## config.mk

```make
export PLATFORM = sky130hd
export DESIGN_NAME = com_fw_to_dut_arb
export DESIGN_NICKNAME = d
export VERILOG_FILES = /design/src/rtl/com_fw_to_dut_arb_pkg.sv /design/src/rtl/com_in_sync.sv /design/src/rtl/com_fw_to_dut_arb.sv
export SDC_FILE = /design/constraint.sdc
export NUM_CORES = 1
export LEC_CHECK = 0
export ABC_AREA = 1
export ABC_CLOCK_PERIOD_IN_PS = 1400
export BUFFER_PORTS_ARGS = -buffer_cell sky130_fd_sc_hd__buf_2
export CAP_MARGIN = 0
export CORE_ASPECT_RATIO = 0.6
export CORE_UTILIZATION = 46
export DETAILED_ROUTE_END_ITERATION = 16
export PLACE_DENSITY = 0.79
export SLEW_MARGIN = 20
export SYNTH_ARGS = -nofsm -noshare
export SYNTH_HDL_FRONTEND = slang
export SYNTH_SLANG_ARGS = --single-unit
```

## constraint.sdc

```tcl
create_clock -name iob_clk -period 1.4 [get_ports iob_clk]
set_input_delay 0.07 -clock iob_clk [delete_from_list [all_inputs] [get_ports iob_clk]]
set_output_delay 0.07 -clock iob_clk [all_outputs]
set_load 0.005 [all_outputs]
```

## src/rtl/com_fw_to_dut_arb_pkg.sv

```systemverilog
// rtl/com_fw_to_dut_arb_pkg.sv - shared types and pin map for the firmware-to-DUT arbiter
package com_fw_to_dut_arb_pkg;

    typedef enum logic [1:0] {
        IDLE   = 2'd0,
        GUARD  = 2'd1,
        ACTIVE = 2'd2
    } arb_state_t;

    // DUT output pin indices
    localparam int PIN_SUPER_PIXEL_SEL   = 0;
    localparam int PIN_CONFIG_CLK        = 1;
    localparam int PIN_RESET_NOT         = 2;
    localparam int PIN_CONFIG_IN         = 3;
    localparam int PIN_CONFIG_LOAD       = 4;
    localparam int PIN_BXCLK_ANA         = 5;
    localparam int PIN_BXCLK             = 6;
    localparam int PIN_VIN_TEST_TRIG_OUT = 7;
    localparam int PIN_SCAN_IN           = 8;
    localparam int PIN_SCAN_LOAD         = 9;

    // DUT input pin indices
    localparam int PIN_CONFIG_OUT        = 0;
    localparam int PIN_SCAN_OUT          = 1;
    localparam int PIN_SYNC_OUT          = 2;
    localparam int PIN_UP_EVENT_TOGGLE   = 3;
    localparam int PIN_DN_EVENT_TOGGLE   = 4;

    // Safe levels: chip held out of reset with config load inactive
    localparam logic [9:0] ARB_OUT_DEFAULT =
        (10'b1 << PIN_RESET_NOT) | (10'b1 << PIN_CONFIG_LOAD);

    // Clocks that always belong to one dedicated firmware IP
    localparam logic [9:0] ARB_FIXED_MASK =
        (10'b1 << PIN_CONFIG_CLK) | (10'b1 << PIN_BXCLK_ANA) | (10'b1 << PIN_BXCLK);

    // Firmware IDs as seen on fw_dev_id_enable; zero means no owner
    localparam logic [3:0] firmware_id_none = 4'd0;
    localparam logic [3:0] firmware_id_1    = 4'd1;
    localparam logic [3:0] firmware_id_2    = 4'd2;
    localparam logic [3:0] firmware_id_3    = 4'd3;
    localparam logic [3:0] firmware_id_4    = 4'd4;

endpackage

```

## src/rtl/com_in_sync.sv

```systemverilog
// rtl/com_in_sync.sv - multi-bit input synchroniser chain, first stage is the IOB FF
module com_in_sync #(
    parameter int WIDTH  = 5,
    parameter int STAGES = 2
) (
    input  logic             iob_clk,
    input  logic             reset,
    input  logic [WIDTH-1:0] pin_in,
    output logic [WIDTH-1:0] pin_sync
);

    logic [STAGES-1:0][WIDTH-1:0] chain;

    // Shift the pin samples down the chain, cleared on reset
    always_ff @(posedge iob_clk) begin
        if (reset) begin
            chain <= '0;
        end else begin
            chain[0] <= pin_in;
            for (int s = 1; s < STAGES; s++) begin
                chain[s] <= chain[s-1];
            end
        end
    end

    assign pin_sync = chain[STAGES-1];

endmodule

```

## src/rtl/com_fw_to_dut_arb.sv

```systemverilog
// rtl/com_fw_to_dut_arb.sv - guarded arbiter of firmware IPs onto the DUT pins
module com_fw_to_dut_arb
    import com_fw_to_dut_arb_pkg::*;
#(
    parameter int                       NUM_FW         = 4,
    parameter int                       NUM_OUT        = 10,
    parameter int                       NUM_IN         = 5,
    parameter int                       GUARD_CYCLES   = 8,
    parameter int                       IN_SYNC_STAGES = 2,
    parameter logic [NUM_OUT-1:0]       OUT_DEFAULT    = ARB_OUT_DEFAULT,
    parameter logic [NUM_OUT-1:0]       FIXED_MASK     = ARB_FIXED_MASK,
    parameter logic [NUM_OUT*4-1:0]     FIXED_SEL      = {NUM_OUT{4'd1}}
) (
    input  logic                            iob_clk,
    input  logic                            reset,
    input  logic [3:0]                      fw_dev_id_enable,
    input  logic [NUM_FW-1:0][NUM_OUT-1:0]  fw_out,
    output logic [NUM_FW-1:0][NUM_IN-1:0]   fw_in,
    output logic [NUM_OUT-1:0]              dut_out,
    input  logic [NUM_IN-1:0]               dut_in,
    output logic [3:0]                      owner,
    output logic                            switch_busy,
    output logic                            id_illegal,
    output logic [7:0]                      switch_count
);

    localparam logic [3:0] NUM_FW_ID  = 4'(NUM_FW);
    localparam logic [7:0] GUARD_LOAD = 8'(GUARD_CYCLES - 1);

    arb_state_t          state, state_nxt;
    logic [3:0]          id_reg;
    logic [3:0]          target, target_nxt;
    logic [3:0]          owner_nxt;
    logic [7:0]          guard_cnt, guard_cnt_nxt;
    logic                count_inc;
    logic                valid;
    logic                owner_live;
    logic [NUM_OUT-1:0]  arb_pins;
    logic [NUM_OUT-1:0]  fixed_pins;
    logic [NUM_OUT-1:0]  pin_nxt;
    logic [NUM_IN-1:0]   sync_out;

    assign valid       = (id_reg != firmware_id_none) && (id_reg <= NUM_FW_ID);
    assign switch_busy = (state == GUARD);

    // The owner only drives while its ID is still requested; a mismatch drops
    // the pins to defaults in the same cycle the FSM decides to leave ACTIVE.
    assign owner_live  = (state == ACTIVE) && (id_reg == owner);

    com_in_sync #(
        .WIDTH  (NUM_IN),
        .STAGES (IN_SYNC_STAGES)
    ) u_in_sync (
        .iob_clk  (iob_clk),
        .reset    (reset),
        .pin_in   (dut_in),
        .pin_sync (sync_out)
    );

    // Next-state logic of the guarded switchover
    always_comb begin
        state_nxt     = state;
        target_nxt    = target;
        guard_cnt_nxt = guard_cnt;
        owner_nxt     = owner;
        count_inc     = 1'b0;
        case (state)
            IDLE: begin
                if (valid) begin
                    state_nxt     = GUARD;
                    target_nxt    = id_reg;
                    guard_cnt_nxt = GUARD_LOAD;
                end
            end
            GUARD: begin
                if (id_reg != target) begin
                    if (valid) begin
                        target_nxt    = id_reg;
                        guard_cnt_nxt = GUARD_LOAD;
                    end else begin
                        state_nxt = IDLE;
                    end
                end else if (guard_cnt == 8'd0) begin
                    state_nxt = ACTIVE;
                    owner_nxt = target;
                    count_inc = 1'b1;
                end else begin
                    guard_cnt_nxt = guard_cnt - 8'd1;
                end
            end
            ACTIVE: begin
                if (id_reg != owner) begin
                    owner_nxt = firmware_id_none;
                    if (valid) begin
                        state_nxt     = GUARD;
                        target_nxt    = id_reg;
                        guard_cnt_nxt = GUARD_LOAD;
                    end else begin
                        state_nxt = IDLE;
                    end
                end
            end
            default: begin
                state_nxt = IDLE;
                owner_nxt = firmware_id_none;
            end
        endcase
    end

    // Arbitrated pin values: owner's request while live, safe defaults otherwise
    always_comb begin
        arb_pins = OUT_DEFAULT;
        for (int k = 0; k < NUM_FW; k++) begin
            if (owner_live && (owner == 4'(k + 1))) begin
                arb_pins = fw_out[k];
            end
        end
    end

    // Dedicated pins follow their fixed firmware IP regardless of ownership
    always_comb begin
        fixed_pins = OUT_DEFAULT;
        for (int i = 0; i < NUM_OUT; i++) begin
            for (int k = 0; k < NUM_FW; k++) begin
                if (FIXED_SEL[i*4 +: 4] == 4'(k)) begin
                    fixed_pins[i] = fw_out[k][i];
                end
            end
        end
    end

    assign pin_nxt = (fixed_pins & FIXED_MASK) | (arb_pins & ~FIXED_MASK);

    // State registers, IOB output FFs, status and per-FW input view
    always_ff @(posedge iob_clk) begin
        if (reset) begin
            state        <= IDLE;
            id_reg       <= firmware_id_none;
            target       <= firmware_id_none;
            guard_cnt    <= '0;
            owner        <= firmware_id_none;
            id_illegal   <= 1'b0;
            switch_count <= '0;
            dut_out      <= OUT_DEFAULT;
            fw_in        <= '0;
        end else begin
            state      <= state_nxt;
            id_reg     <= fw_dev_id_enable;
            target     <= target_nxt;
            guard_cnt  <= guard_cnt_nxt;
            owner      <= owner_nxt;
            id_illegal <= !valid;
            dut_out    <= pin_nxt;
            if (count_inc && (switch_count != 8'hFF)) begin
                switch_count <= switch_count + 8'd1;
            end
            fw_in <= '0;
            for (int k = 0; k < NUM_FW; k++) begin
                if (owner_live && (owner == 4'(k + 1))) begin
                    fw_in[k] <= sync_out;
                end
            end
        end
    end

endmodule

```

==> impl_metrics.ini, run 1 <==
[layout]
nNetsFinal = 671
area_delta_synth_final_pct = 63.62
largest_register = fw_in
diodes = 0
finalNonFillerCells = 706
fin_area_sq_um = 5171
drive_gt1_frac = 0.4711
largest_reg_flops = 20
final_cell_mix = buf_2, nand2_1, nor2_1
final_common_cell = buf_2
largestRegisters = fw_in (20), dut_out (10)

[timing]
slew_viol_final = 0
slew_headroom = 0.7311
rsz0062_at_grt = yes
worst_pin_slew_ps = 401.8
setup_violations = 54
finalCritPeriodShare = 1.197
fin_ws_ps = -275.4
hold_violations = 0
period_minus_slack_ps = 1675
fmax_mhz = 596.9
skew_ps = 9.419
tns_ps = -6242

[hold_path]
holdCritPathClass = input port to register
min_to = dut_out[9]$_SDFF_PP0_
min_from = fw_out[39]
worstHoldPathCells = 3

[worst_setup_path]
arrival_ps = 1910
path_common_cell = nand2_2
max_stage_delay_ps = 350
path_max_fanout = 4
start_kind = register
endpoint_kind = register
r2r-end = owner[2]$_SDFFE_PP0P_
worstPathBufferInverterCount = 2
crit_family = simple AND/OR/NAND/NOR gates
regToRegStartpoint = id_reg[3]$_SDFF_PP0_
cp_data_required_time_ps = 1640
cp_cell_sequence = inv_2 -> nand2_2 -> nand2_2 -> nor2_4 -> inv_2 -> nor2_4 -> nand2_2 -> a21oi_4 -> nor2_1 -> nor2_1
r2r_cells = 10
worst_path_max_delay_cell = dfxtp_2
critPathKind = register to register
crit_start = id_reg[3]$_SDFF_PP0_
regToRegSetupSlack_ps = -280

[detailed_routing]
firstDrtPassIters = 5
drc = 0
met2_length_microns = 5740
viasPerCell = 5.358
wire_per_inst_microns = 16.61
ant_nets = 0
dr_wl_met3_microns = 995
vias = 3783
wl_microns = 11730
dr.max_layer_used = met4
drtIter0Drc = 353
wl_met1_microns = 4570

[floorplanning]
die_w_microns = 109.0
die-height_microns = 66.21
num_rows = 22
start_util = 0.4970
pin_count = 95
die-area_sq_um = 7217
placeableCoreArea_sq_um = 6359

[global_routing]
grt_pass1_vias = 3551
antenna_found_initial = 0
grt.overflow.total = 0
grt_max_degree = 31
grt_pass1_wl_microns = 15840
track_usage = 0.2905

[logic_synthesis]
synth_cell_types = 29
syn_area_sq_um = 3161
syn_area_per_cell_sq_um = 7.039
yosysWarnings = 0
yosysSeqAreaShare = 0.4497
netlist_instances = 449
ys_ff_latch = 71
syn-num-nets = 503

[power_and_ir_drop]
power.switching_w = 0.001484
vdd_drop_max_v = 0.001030
p_clk_frac = 0.410
combinationalPowerShare = 0.177
leakage_nw = 2.512
swShare = 0.2879
power_density_nw_per_um2 = 997.1
intPower_w = 0.003672
pwr-share-seq = 0.413

[status]
violations = negative setup slack
outcome = complete, but fails checks

[cts]
clockRootBuffer = clkbuf_16
cts_max_level = 3
clock_sinks = 71
clkTransAtPathRegs_ps = 60
cts_buffers = 9
clock_path_buffers = 2
cts_tree = yes
clk_latency_ps = 340

[placement]
placed_cell_area_sq_um = 4018
placedCellCount = 651
gp_routability_congestion = 0.8591
dp_hpwl_microns = 5725
port_buffers = 85

[job]
drv_cap = 0
==> synthesized netlist by cell type, drive strengths merged <==
library cell	count	area [sq um]
buf	4	35.03
clkinv	1	3.750
nor4	1	21.27
nand2	103	386.6
a21oi	15	75.07
dfxtp	71	1421
xnor2	2	17.52
clkbuf	8	30.03
inv	71	266.5
xor2	3	26.28
o211ai	2	15.01
ha	3	37.54
nand4	18	131.4
a31oi	1	6.260
o21ai	11	58.81
nor3	5	25.02
nor2	97	405.4
nand3	33	197.7
==> power by group through the flow <==
stage,Sequential (W),Clock [W],Combinational (W)
4_1_cts,0.00212,0.00211,0.000755
3_3_place_gp,0.00216,0,0.000570
3_5_place_dp,0.00216,0,0.000588
5_1_grt,0.00213,0.00221,0.000982
6_report,0.00213,0.00211,0.000914
2_1_floorplan,0.00216,0,0.000340
==> worst min-delay path, cell delays in order <==
cell and delay [ps]:
buf_2 90, o21ai_2 60, nor2_2 90
==> cell type report <==
type,instances,area [sq um]
multi-input cells,296,1857
repair buffers,167,1207
inverters,72,280.3
flip-flops and latches,71,1448
well taps,84,105.1
clock buffers,10,229.0
fillers,349,1187
clock inverters,6,45.04
==> per-layer routing <==
metal	vias to the layer above	GRT usage
met4	0	0.1284
li1	1741	-
met5	-	0
met2	236	0.5220
met1	1754	0.3232
met3	52	0.07783
==> worst max path at each step <==
stage / to / slack (ps) / cells after the start
global route: owner[2]$_SDFFE_PP0P_ / -360 / 10
detailed placement: guard_cnt[7]$_SDFFE_PP0P_ / -210 / 8
floorplan: guard_cnt[3]$_SDFFE_PP0P_ / 3 / 7
CTS: switch_count[1]$_SDFFE_PP0P_ / -70 / 9
finish: owner[2]$_SDFFE_PP0P_ / -280 / 10
global placement: guard_cnt[3]$_SDFFE_PP0P_ / -110 / 9
==> timing repair <==
item	in CTS	in global routing
pin swaps	54	23
hold buffers	15	0
gates cloned	4	1
buffers inserted	16	7
hold endpoints to repair	15	0
resized for setup	86	58
endpoints found under the setup margin	53	54
==> per-stage QoR <==
step / setup slack, ps / power (W) / hold WS, ps / utilization
after floorplan: 3.090 / 0.002500 / 177.0 / -
after global placement: -114.1 / 0.002727 / 269.2 / 0.6318
after detailed placement: -207.5 / 0.002748 / 278.4 / 0.6318
after CTS: -73.85 / 0.004992 / 4.893 / 0.7790
after global routing: -357.8 / 0.005320 / 14.30 / 0.8133
final: -275.4 / 0.005156 / 6.172 / 0.8133
==> cells by family (layout without fill, tap and decap cells) <==
kind of cell    Yosys count  in the layout  share of synthesized area
xor+xnor                  5              5                    0.01386
compound gates           29             29                    0.04909
flops                    71             71                     0.4497
simple gates            257            259                     0.3694
fa+ha+maj                 3              3                    0.01188
buf+inv                  84            255                     0.1061
Note: power is estimated with default switching activity, not from simulation.
==> run 2, diff against run 1 <==
--- a/config.mk
+++ b/config.mk
@@ -17,3 +17,4 @@
 export SYNTH_ARGS = -nofsm -noshare
 export SYNTH_HDL_FRONTEND = slang
 export SYNTH_SLANG_ARGS = --single-unit
+export TNS_END_PERCENT = 20
==> run 2 against run 1 <==
The flow still finishes with violations (negative setup slack). Clock power hardly changed. Via count down 6.7%. Largest cell class unchanged. Setup slack better by 110 ps. Clock skew down 3.2 ps. Combinational power shrank 13%. Sequential share of layout area increased by 1.2 points.
==> impl_metrics.ini, run 2 (same netlist as run 1, synthesis figures left out) <==
[layout]
final_common_cell = nand2_1
fin_area_sq_um = 4947
fillers = 387
final_cell_mix = nand2_1, buf_2, nor2_1
largest_register = fw_in
nNetsFinal = 666
largest_reg_flops = 20
diodes = 0
drive_gt1_frac = 0.4068
largestRegisters = fw_in (20), dut_out (10)
area_delta_synth_final_pct = 56.53

[cts]
cts_buffers = 9
clkTransAtPathRegs_ps = 60
cts_max_level = 3
clockRootBuffer = clkbuf_16
clk_latency_ps = 330
clock_sinks = 71
cts_tree = yes
clock_path_buffers = 2

[worst_setup_path]
critPathKind = register to register
r2r-end = switch_count[6]$_SDFFE_PP0P_
regToRegSetupSlack_ps = -160
regToRegStartpoint = target[2]$_SDFFE_PP0P_
endpoint_kind = register
cp_data_required_time_ps = 1630
max_stage_delay_ps = 360
start_kind = register
arrival_ps = 1790
worst_path_max_delay_cell = dfxtp_2
path_max_fanout = 4
r2r_cells = 11
cp_cell_sequence = inv_1 -> nand2_1 -> nand2_2 -> nor2_4 -> inv_2 -> nor2_4 -> nand3_2 -> nor2_4 -> nand2_1 -> nand2_1 -> nor2_1

[power_and_ir_drop]
leakage_nw = 2.458
power_density_nw_per_um2 = 1012
vdd_drop_max_v = 0.001011

[floorplanning]
placeableCoreArea_sq_um = 6359
die-area_sq_um = 7217
start_util = 0.4970
pin_count = 95
num_rows = 22
die-height_microns = 66.21
die_w_microns = 109.0

[placement]
port_buffers = 85
dp_hpwl_microns = 5725
gp_routability_congestion = 0.8591
placed_cell_area_sq_um = 4018

[status]
outcome = complete, but fails checks
violations = negative setup slack

[global_routing]
grt.overflow.total = 0
antenna_found_initial = 0
grt_pass1_vias = 3383
grt_max_degree = 31
track_usage = 0.2852
grt_pass1_wl_microns = 15560

[detailed_routing]
wl_microns = 10280
wire_per_inst_microns = 14.66
ant_nets = 0
wl_met1_microns = 4288
drtIter0Drc = 263
met2_length_microns = 5094
dr_wl_met3_microns = 711
vias = 3530
dr.max_layer_used = met4
firstDrtPassIters = 5
viasPerCell = 5.036
drc = 0

[hold_path]
min_to = dut_out[9]$_SDFF_PP0_
holdCritPathClass = input port to register
min_from = fw_out[39]
worstHoldPathCells = 3

[timing]
slew_headroom = 0.7296
rsz0062_at_grt = yes
hold_violations = 0
setup_violations = 53
slew_viol_final = 0
fin_ws_ps = -161.9
hold_ws_ps = 12.80
finalCritPeriodShare = 1.116
period_minus_slack_ps = 1562
fmax_mhz = 640.2
worst_pin_slew_ps = 404.2
skew_ps = 6.253

[job]
drv_cap = 0
==> run 2: layout make-up <==
type / instances / area, sq um / share of cell area
clock buffer: 10 / 229.0 / 0.04628
multi-input combinational: 295 / 1702 / 0.3440
tap: 84 / 105.1 / 0.02124
timing repair buffer: 163 / 1146 / 0.2317
sequential: 71 / 1443 / 0.2916
inverter: 72 / 277.8 / 0.05615
clock inverter: 6 / 45.04 / 0.009105
==> run 2: routing by layer <==
layer  vias to the layer above  global-route usage
met5                         -                   0
met4                         0             0.09966
met3                        25             0.07488
met2                       166              0.5118
met1                      1619              0.3283
li1                       1720                   -
==> run 2: worst max-delay path by stage <==
stage	from	cells past startpoint	endpoint
after floorplan	state[0]$_SDFFE_PP0P_	7	guard_cnt[3]$_SDFFE_PP0P_
after global placement	id_reg[1]$_SDFF_PP0_	9	guard_cnt[3]$_SDFFE_PP0P_
after detailed placement	state[0]$_SDFFE_PP0P_	8	guard_cnt[7]$_SDFFE_PP0P_
after CTS	guard_cnt[1]$_SDFFE_PP0P_	9	switch_count[1]$_SDFFE_PP0P_
final	target[2]$_SDFFE_PP0P_	11	switch_count[6]$_SDFFE_PP0P_
after global routing	id_reg[2]$_SDFF_PP0_	9	fw_in[11]$_SDFF_PP0_
==> run 2: what timing repair did <==
| item | CTS | global route |
|---|---|---|
| endpoints found under the hold margin | 15 | 0 |
| cloned | 4 | 0 |
| gates resized for setup | 64 | 30 |
| hold buffers | 15 | 0 |
| pin swaps | 46 | 27 |
| endpoints found under the setup margin | 53 | 54 |
| buffers inserted | 14 | 5 |
==> run 2: critical path: cells and delay by family, from the launching register on <==
kind | cells | cell delay, ps
simple gates | 9 | 980
flops | 1 | 360
buf+inv | 2 | 120
==> run 2: power by group <==
part,switching [W],total [W],internal (W)
sequential,0.0000432,0.00212,0.00208
clock,0.000877,0.00208,0.00121
combinational,0.000454,0.000799,0.000345
total,0.00137,0.00501,0.00363
==> run 2: through the flow <==
step	setup TNS [ps]	std cells	util	worst slack, ps	total power (W)
floorplan	0	449	-	3.090	0.002500
global placement	-1909	651	0.6318	-114.1	0.002727
detailed placement	-4844	651	0.6318	-207.5	0.002748
CTS	-1627	699	0.7670	-74.54	0.004975
global route	-8859	701	0.7780	-222.9	0.005203
finish	-3701	701	0.7780	-161.9	0.005006
==> run 3, diff against run 2 <==
--- a/config.mk
+++ b/config.mk
@@ -12,7 +12,7 @@
 export CORE_ASPECT_RATIO = 0.6
 export CORE_UTILIZATION = 46
 export DETAILED_ROUTE_END_ITERATION = 16
-export PLACE_DENSITY = 0.79
+export PLACE_DENSITY = 0.86
 export SLEW_MARGIN = 20
 export SYNTH_ARGS = -nofsm -noshare
 export SYNTH_HDL_FRONTEND = slang
==> run 3 against run 2 <==
The flow still finishes with violations (negative setup slack). Via count is 6.6% higher. Hold slack gained 4.4 ps. Sequential share of layout area decreased by 0.18 points. Register-to-register slack lost 70 ps. Critical path depth down 2. Design area is 0.78% higher. First-iteration DRC count increased by 62%. Flip-flop and latch count unchanged. Critical path type unchanged.
==> impl_metrics.ini, run 3 (same netlist as run 1, synthesis figures left out) <==
[status]
outcome = complete, but fails checks
violations = negative setup slack

[layout]
nNetsFinal = 663
final_cell_mix = buf_2, nand2_1, nor2_1
largest_reg_flops = 20
finalNonFillerCells = 698
area_delta_synth_final_pct = 57.76
final_common_cell = buf_2
largestRegisters = fw_in (20), dut_out (10)
post-route-util = 0.7841
drive_gt1_frac = 0.4511
diodes = 0
largest_register = fw_in

[power_and_ir_drop]
leakage_nw = 2.480
swShare = 0.2811
intPower_w = 0.003839
combinationalPowerShare = 0.161
power.switching_w = 0.001501
p_clk_frac = 0.441
power_density_nw_per_um2 = 1071
vdd_drop_max_v = 0.0007944
p_total_w = 0.005340
pwr-share-seq = 0.398

[timing]
rsz0062_at_grt = yes
worst_pin_slew_ps = 735.1
slew_headroom = 0.5094
skew_ps = 6.473
hold_violations = 0
period_minus_slack_ps = 1629
finalCritPeriodShare = 1.163
fmax_mhz = 614.0
setup_violations = 53
fin_ws_ps = -228.6
tns_ps = -6654
slew_viol_final = 0

[worst_setup_path]
arrival_ps = 1890
critPathKind = register to register
regToRegStartpoint = id_reg[3]$_SDFF_PP0_
start_kind = register
endpoint_kind = register
path_max_fanout = 7
cp_data_required_time_ps = 1660
crit_start = id_reg[3]$_SDFF_PP0_
r2r_cells = 9

[placement]
port_buffers = 85
dp_hpwl_microns = 6092
placedCellCount = 653
gp_routability_congestion = 0.9255

[cts]
cts_tree = yes
clockRootBuffer = clkbuf_16
clock_path_buffers = 2
clock_sinks = 71
cts_buffers = 9
clkTransAtPathRegs_ps = 60
cts_max_level = 3
clk_latency_ps = 340

[global_routing]
track_usage = 0.3154
antenna_found_initial = 0
grt_pass1_vias = 3590
grt_max_degree = 26
grt_pass1_wl_microns = 16710
grt.overflow.total = 0

[hold_path]
worstHoldPathCells = 3
holdCritPathClass = input port to register
min_from = fw_out[39]

[detailed_routing]
wl_microns = 11410
vias = 3762
ant_nets = 0
viasPerCell = 5.390
drc = 0
wire_per_inst_microns = 16.35
firstDrtPassIters = 6
drtIter0Drc = 426

[floorplanning]
num_rows = 22
die_w_microns = 109.0
pin_count = 95
placeableCoreArea_sq_um = 6359
die-area_sq_um = 7217
start_util = 0.4970
die-height_microns = 66.21

[job]
drv_cap = 0
[run 3: changes by cell type in the layout (fill, tap and decap cells not counted), moves of 4 or more]
cell     previous run  this run
nand2_1            90        81
nor2_2              7        16
dfxtp_1            60        56
nand2_2            10        17
dfxtp_2             8        13
nor2_1             78        69
buf_6              10         5
[run 3: final cells by class]
type | instances | area (sq um)
clock inverter | 7 | 78.83
timing repair buffer | 159 | 1075
tap | 84 | 105.1
fill | 370 | 1373
multi-input combinational | 296 | 1777
clock buffer | 9 | 225.2
sequential | 71 | 1445
inverter | 72 | 280.3
[run 3: stage by stage]
step           setup WS [ps]  cell area, sq um  hold WS (ps)
2_1_floorplan          3.090              3189         177.0
3_3_place_gp          -138.2              4020         268.7
3_5_place_dp          -228.2              4020         279.1
4_1_cts               -58.77              4795         11.25
5_1_grt               -266.7              4986         43.16
6_report              -228.6              4986         17.21
[run 3: repair_timing]
item	in CTS	in global routing
setup endpoints to repair	53	54
buffers inserted	11	1
hold endpoints to repair	15	0
hold buffers	15	0
pin swaps	42	26
gates resized for setup	73	42
cloned	0	3
[run 3: path summary, 6_finish.rpt]
| path | endpoint | slack, ps |
|---|---|---|
| setup reg to reg | fw_in[1]$_SDFF_PP0_ | -230 |
| hold reg to reg | u_in_sync.pin_sync[3]$_SDFF_PP0_ | 400 |
| setup / recovery | fw_in[1]$_SDFF_PP0_ | -230 |
| hold / removal | dut_out[9]$_SDFF_PP0_ | 20 |
[run 3: worst max-delay path: stages (launching register included)]
cell and delay (ps):
dfxtp_2 360, inv_2 70, nand2_2 90, nand2_1 80
inv_2 90, nand3_4 100, nor2_8 200, buf_6 180
nand3_2 160, nor2_1 210
[run 3: layer usage]
metal,GRT usage,vias to the layer above,share of wire
met5,0,-,0
met4,0.1824,0,0.058
met3,0.1192,90,0.098
met2,0.5440,266,0.47
met1,0.3315,1691,0.38
li1,-,1715,-
[run 3: power groups by stage]
stage | logic, W | clock network (W) | registers (W)
after floorplan | 0.000340 | 0 | 0.00216
after global placement | 0.000581 | 0 | 0.00216
after detailed placement | 0.000604 | 0 | 0.00216
after CTS | 0.000741 | 0.00234 | 0.00212
after global routing | 0.000918 | 0.00244 | 0.00213
final | 0.000860 | 0.00235 | 0.00213
